## config.mk

```make
export PLATFORM = sky130hd
export DESIGN_NAME = vga_timing_gen
export DESIGN_NICKNAME = d
export VERILOG_FILES = /design/src/rtl/vga_timing_gen.sv
export SDC_FILE = /design/constraint.sdc
export NUM_CORES = 1
export LEC_CHECK = 0
export CAP_MARGIN = 20
export CORE_MARGIN = 4
export CORE_UTILIZATION = 40
export DETAILED_ROUTE_END_ITERATION = 16
export GPL_ROUTABILITY_DRIVEN = 0
export PLACE_DENSITY = 0.67
export SETUP_SLACK_MARGIN = 0.2
export SLEW_MARGIN = 20
export SYNTH_ARGS = -nofsm -noshare
export SYNTH_HDL_FRONTEND = slang
export SYNTH_SLANG_ARGS = --single-unit
```

## constraint.sdc

```tcl
create_clock -name clock_25 -period 3.3 [get_ports clock_25]
set_clock_uncertainty 0.15 [all_clocks]
set_input_delay 0.825 -clock clock_25 [delete_from_list [all_inputs] [get_ports clock_25]]
set_output_delay 0.825 -clock clock_25 [all_outputs]
set_load 0.01 [all_outputs]
```

## src/rtl/vga_timing_gen.sv

```systemverilog
// Parametrised VGA raster timing generator with sync/enable delay line and a frame-divided game tick.
// Coordinates and ticks are registered once; h_sync/v_sync/display_area get SYNC_DELAY more stages.
module vga_timing_gen #(
   parameter int unsigned H_DISPLAY  = 640,
   parameter int unsigned H_FRONT    = 16,
   parameter int unsigned H_SYNC     = 96,
   parameter int unsigned H_BACK     = 48,
   parameter int unsigned V_DISPLAY  = 480,
   parameter int unsigned V_FRONT    = 10,
   parameter int unsigned V_SYNC     = 2,
   parameter int unsigned V_BACK     = 33,
   parameter bit          H_SYNC_POL = 1'b0,
   parameter bit          V_SYNC_POL = 1'b0,
   parameter int unsigned CNT_W      = 10,
   parameter int unsigned CELL_LOG2  = 4,
   parameter int unsigned SYNC_DELAY = 2,
   parameter int unsigned TICK_DIV   = 8,
   parameter int unsigned TICK_W     = 3
) (
   input  logic                       clock_25,
   input  logic                       reset,
   input  logic                       enable,
   output logic                       h_sync,
   output logic                       v_sync,
   output logic                       display_area,
   output logic [CNT_W-1:0]           x,
   output logic [CNT_W-1:0]           y,
   output logic [CNT_W-CELL_LOG2-1:0] cell_x,
   output logic [CNT_W-CELL_LOG2-1:0] cell_y,
   output logic                       line_tick,
   output logic                       frame_tick,
   output logic                       game_tick
);

   localparam int unsigned H_TOTAL = H_DISPLAY + H_FRONT + H_SYNC + H_BACK;
   localparam int unsigned V_TOTAL = V_DISPLAY + V_FRONT + V_SYNC + V_BACK;

   localparam logic [CNT_W-1:0]  H_LAST    = CNT_W'(H_TOTAL - 1);
   localparam logic [CNT_W-1:0]  V_LAST    = CNT_W'(V_TOTAL - 1);
   localparam logic [CNT_W-1:0]  H_ACT     = CNT_W'(H_DISPLAY);
   localparam logic [CNT_W-1:0]  V_ACT     = CNT_W'(V_DISPLAY);
   localparam logic [CNT_W-1:0]  HS_START  = CNT_W'(H_DISPLAY + H_FRONT);
   localparam logic [CNT_W-1:0]  HS_END    = CNT_W'(H_DISPLAY + H_FRONT + H_SYNC);
   localparam logic [CNT_W-1:0]  VS_START  = CNT_W'(V_DISPLAY + V_FRONT);
   localparam logic [CNT_W-1:0]  VS_END    = CNT_W'(V_DISPLAY + V_FRONT + V_SYNC);
   localparam logic [TICK_W-1:0] FDIV_LAST = TICK_W'(TICK_DIV - 1);
   localparam logic              H_IDLE    = ~H_SYNC_POL;
   localparam logic              V_IDLE    = ~V_SYNC_POL;

   logic [CNT_W-1:0]  h_cnt_q, h_cnt_d, v_cnt_q, v_cnt_d;
   logic [TICK_W-1:0] fdiv_q, fdiv_d;
   logic [CNT_W-1:0]  x_q, x_d, y_q, y_d;
   logic              de_q, de_d, hs_q, hs_d, vs_q, vs_d;
   logic              line_q, line_d, frame_q, frame_d, game_q, game_d;

   always_comb begin
      h_cnt_d = h_cnt_q + CNT_W'(1);
      v_cnt_d = v_cnt_q;
      if (h_cnt_q == H_LAST) begin
         h_cnt_d = '0;
         v_cnt_d = (v_cnt_q == V_LAST) ? '0 : v_cnt_q + CNT_W'(1);
      end

      de_d    = (h_cnt_q < H_ACT) && (v_cnt_q < V_ACT);
      x_d     = de_d ? h_cnt_q : '0;
      y_d     = de_d ? v_cnt_q : '0;
      // Sync levels carry their polarity into the flop so the pins come straight off a register.
      hs_d    = (h_cnt_q >= HS_START && h_cnt_q < HS_END) ? H_SYNC_POL : H_IDLE;
      vs_d    = (v_cnt_q >= VS_START && v_cnt_q < VS_END) ? V_SYNC_POL : V_IDLE;
      line_d  = (h_cnt_q == '0);
      frame_d = line_d && (v_cnt_q == V_ACT);
      game_d  = frame_d && (fdiv_q == FDIV_LAST);

      fdiv_d = fdiv_q;
      if (frame_d) begin
         fdiv_d = (fdiv_q == FDIV_LAST) ? '0 : fdiv_q + TICK_W'(1);
      end
   end

   always_ff @(posedge clock_25 or negedge reset) begin
      if (!reset) begin
         h_cnt_q <= '0;
         v_cnt_q <= '0;
         fdiv_q  <= '0;
         x_q     <= '0;
         y_q     <= '0;
         de_q    <= 1'b0;
         hs_q    <= H_IDLE;
         vs_q    <= V_IDLE;
         line_q  <= 1'b0;
         frame_q <= 1'b0;
         game_q  <= 1'b0;
      end else if (enable) begin
         h_cnt_q <= h_cnt_d;
         v_cnt_q <= v_cnt_d;
         fdiv_q  <= fdiv_d;
         x_q     <= x_d;
         y_q     <= y_d;
         de_q    <= de_d;
         hs_q    <= hs_d;
         vs_q    <= vs_d;
         line_q  <= line_d;
         frame_q <= frame_d;
         game_q  <= game_d;
      end else begin
         line_q  <= 1'b0;
         frame_q <= 1'b0;
         game_q  <= 1'b0;
      end
   end

   if (SYNC_DELAY == 0) begin : g_no_delay
      assign display_area = de_q;
      assign h_sync       = hs_q;
      assign v_sync       = vs_q;
   end else begin : g_delay
      logic [SYNC_DELAY-1:0] de_pipe, hs_pipe, vs_pipe;

      always_ff @(posedge clock_25 or negedge reset) begin
         if (!reset) begin
            de_pipe <= '0;
            hs_pipe <= {SYNC_DELAY{H_IDLE}};
            vs_pipe <= {SYNC_DELAY{V_IDLE}};
         end else if (enable) begin
            de_pipe <= (de_pipe << 1) | SYNC_DELAY'(de_q);
            hs_pipe <= (hs_pipe << 1) | SYNC_DELAY'(hs_q);
            vs_pipe <= (vs_pipe << 1) | SYNC_DELAY'(vs_q);
         end
      end

      assign display_area = de_pipe[SYNC_DELAY-1];
      assign h_sync       = hs_pipe[SYNC_DELAY-1];
      assign v_sync       = vs_pipe[SYNC_DELAY-1];
   end

   assign x          = x_q;
   assign y          = y_q;
   assign cell_x     = x_q[CNT_W-1:CELL_LOG2];
   assign cell_y     = y_q[CNT_W-1:CELL_LOG2];
   assign line_tick  = line_q;
   assign frame_tick = frame_q;
   assign game_tick  = game_q;

endmodule

```

==> flow_metrics.tcl <==
set metrics [dict create \
    outcome "finished clean" \
    die_w_um 88.2 \
    synth_flop_cell "dfrtp_1" \
    synth_cells 220 \
    dpl.hpwl_mm 3.22 \
    syn_area_per_cell_um2 11.7 \
    initialDrtViolationCount 162 \
    hold_violations 0 \
    layout.nets 254 \
    final_area_um2 3000 \
    synth-seq-cells 55 \
    tightest_slew_ns 0.713 \
    cts.hold.buffers_added 0 \
    dieHeight_um 88.2 \
    end_kind "flip-flop" \
    slew_headroom 0.525 \
    cp_data_arrival_time_ns 2.59 \
    slowest_stage "clkdlybuf4s50_1" \
    nFillCells 552 \
    drtAntennaViolNets 0 \
    path_cells "clkdlybuf4s50_1 -> inv_1 -> nor4b_4 -> nand4b_2 -> mux2_2" \
    layout-drive-gt1-share 0.130 \
    cap_violations 0 \
    grt_pass1_vias 1635 \
    async_reset_ff_frac 1.00 \
    layout_commonest_cell "dfrtp_1" \
    port_buffers 40 \
    overflow 0 \
    dp_cells 313 \
    grt_max_degree 56 \
    criticalPathCategory "input pin to flip-flop" \
    antenna_found_initial 0 \
    pre_cts_slack_ns 0.434 \
    cp_max_fo 14 \
    start_util 0.424 \
    cts_max_level 2 \
    synth_warnings 0 \
    drt_wl_total_mm 4.66 \
    core_um2 6060 \
    dpl_cell_area_um2 2920 \
    fmax_mhz 392 \
    syn-cell-area_um2 2570 \
    cts.sinks 55 \
    p_total_mw 1.45 \
    synth_edf_count 0 \
    viasPerCell 5.27 \
    vdd_drop_max_mv 0.277 \
    clkTransAtPathRegs_ns 0.09 \
    vias 1691 \
    rows 28 \
    ios 41 \
    critPathMaxStageDelay_ns 0.74 \
    firstDrtPassIters 4 \
    final.setup.worst_slack_ns 0.748 \
    route.detailed.drc 0 \
    period_share 0.773 \
    power_leakage_nw 1.34 \
    crit_required_ns 3.34 \
    grt_setup_unrepaired "false" \
    synth_fp_nets 229 \
    startpoint_type "input pin" \
    period_needed_ns 2.55 \
    final_cell_mix "dfrtp_1 (49), clkdlybuf4s50_1 (39), a22o_1 (18)" \
    maxSlewViolCount 0 \
    worstHoldPathType "flip-flop to flip-flop" \
    cts_tree "yes" \
    routedWlPerCell_um 14.5 \
    setup_violations 0 \
    areaGrowthSynthToFinish_pct 16.6 \
    tns_ns 0 \
    clk_latency_ns 0.31 \
    yosysSeqAreaShare 0.538 \
    cts-root-buf "clkbuf_8" \
    finalNonFillerCells 321 \
    cts_setup_buffers 0 \
    p_per_area_nw_per_um2 483 \
    grt_usage 0.132 \
    dieArea_um2 7770 \
    cts_resized 0 \
    clock_path_buffers 2 \
    cts_made_buffers 5 \
    utilization 0.495 \
    yosysUniqueCellTypes 41 \
    grt_pass1_wl_mm 8.08 \
    num_antenna_cells 0 \
    holdWs_ns 0.345 \
]
kinds of logic after synthesis:
kind of cell,Yosys count,synth area share
AOI/OAI and AO/OA,35,0.0998
xor gates and xnor gates,13,0.0443
adders and majority gates,6,0.0292
buffers and inverters,33,0.0759
DFF,55,0.538
muxes,9,0.0394
and+or+nand+nor,69,0.173
state kept, by name, summed over array words and instances (netlist names), 2 cells and up:
name and cells:
fdiv_q 3, g_delay.de_pipe 2, g_delay.hs_pipe 2, g_delay.vs_pipe 2
h_cnt_q 10, v_cnt_q 10, x 10, y 10
critical path, delay by kind of cell:
| kind | cells | cell delay, ns |
|---|---|---|
| mux | 1 | 0.32 |
| buf+inv | 2 | 0.91 |
| simple gates | 2 | 0.54 |
routing by layer:
layer / global-route usage / up-vias / wire length [um]
li1: - / 828 / -
met1: 0.192 / 819 / 2280
met2: 0.194 / 38 / 2070
met3: 0.0357 / 6 / 262
met4: 0.0371 / 0 / 43
met5: 0 / - / 0
Yosys cell counts, types with 2 or more instances:
cell	n	area, um2
nor3_1	2	10.0
and3_1	4	25.0
dfrtp_1	49	1230
buf_4	13	97.6
o21ai_0	9	45.0
o311ai_0	2	17.5
a22o_1	18	158
xnor2_1	7	61.3
and2_1	2	12.5
inv_1	8	30.0
a21oi_1	3	15.0
nor4_1	4	25.0
nor2b_1	3	18.8
clkbuf_1	4	15.0
buf_6	2	22.5
and4_1	5	43.8
nand2_1	8	30.0
buf_2	5	25.0
nor2_1	14	52.6
dfstp_2	6	158
ha_1	6	75.1
nand4b_1	2	17.5
mux2_2	9	101
nand4_1	4	25.0
nand3_1	10	50.1
xor2_1	6	52.6
final cells by class:
class,count,area [um2],share of cell area
Sequential cell,55,1380,0.461
Multi-Input combinational cell,132,992,0.331
Timing Repair Buffer,43,418,0.139
Tap cell,75,93.8,0.0313
Clock buffer,7,76.3,0.0254
Inverter,8,30.0,0.0100
Clock inverter,1,5.00,0.00167
path summary, 6_finish.rpt:
path / startpoint / endpoint / slack [ns] / depth (start not counted)
worst max-delay path: enable / fdiv_q[1] / 0.75 / 5
worst min-delay path: hs_q / hs_q / 0.34 / 2
worst max register to register: v_cnt_q[5] / x[2] / 1.35 / 4
worst min register to register: hs_q / hs_q / 0.34 / 2
max in group asynchronous: reset / h_cnt_q[0] / 2.07 / 2
min in group asynchronous: reset / y[6] / 0.48 / 2
power by group:
group | internal [mW] | switching [mW] | leakage [nW]
combinational | 0.143 | 0.135 | 0.599
clock | 0.150 | 0.205 | 0.0422
sequential | 0.737 | 0.0787 | 0.703
total | 1.03 | 0.419 | 1.34
No activity file was read; power rests on OpenSTA's default activity.
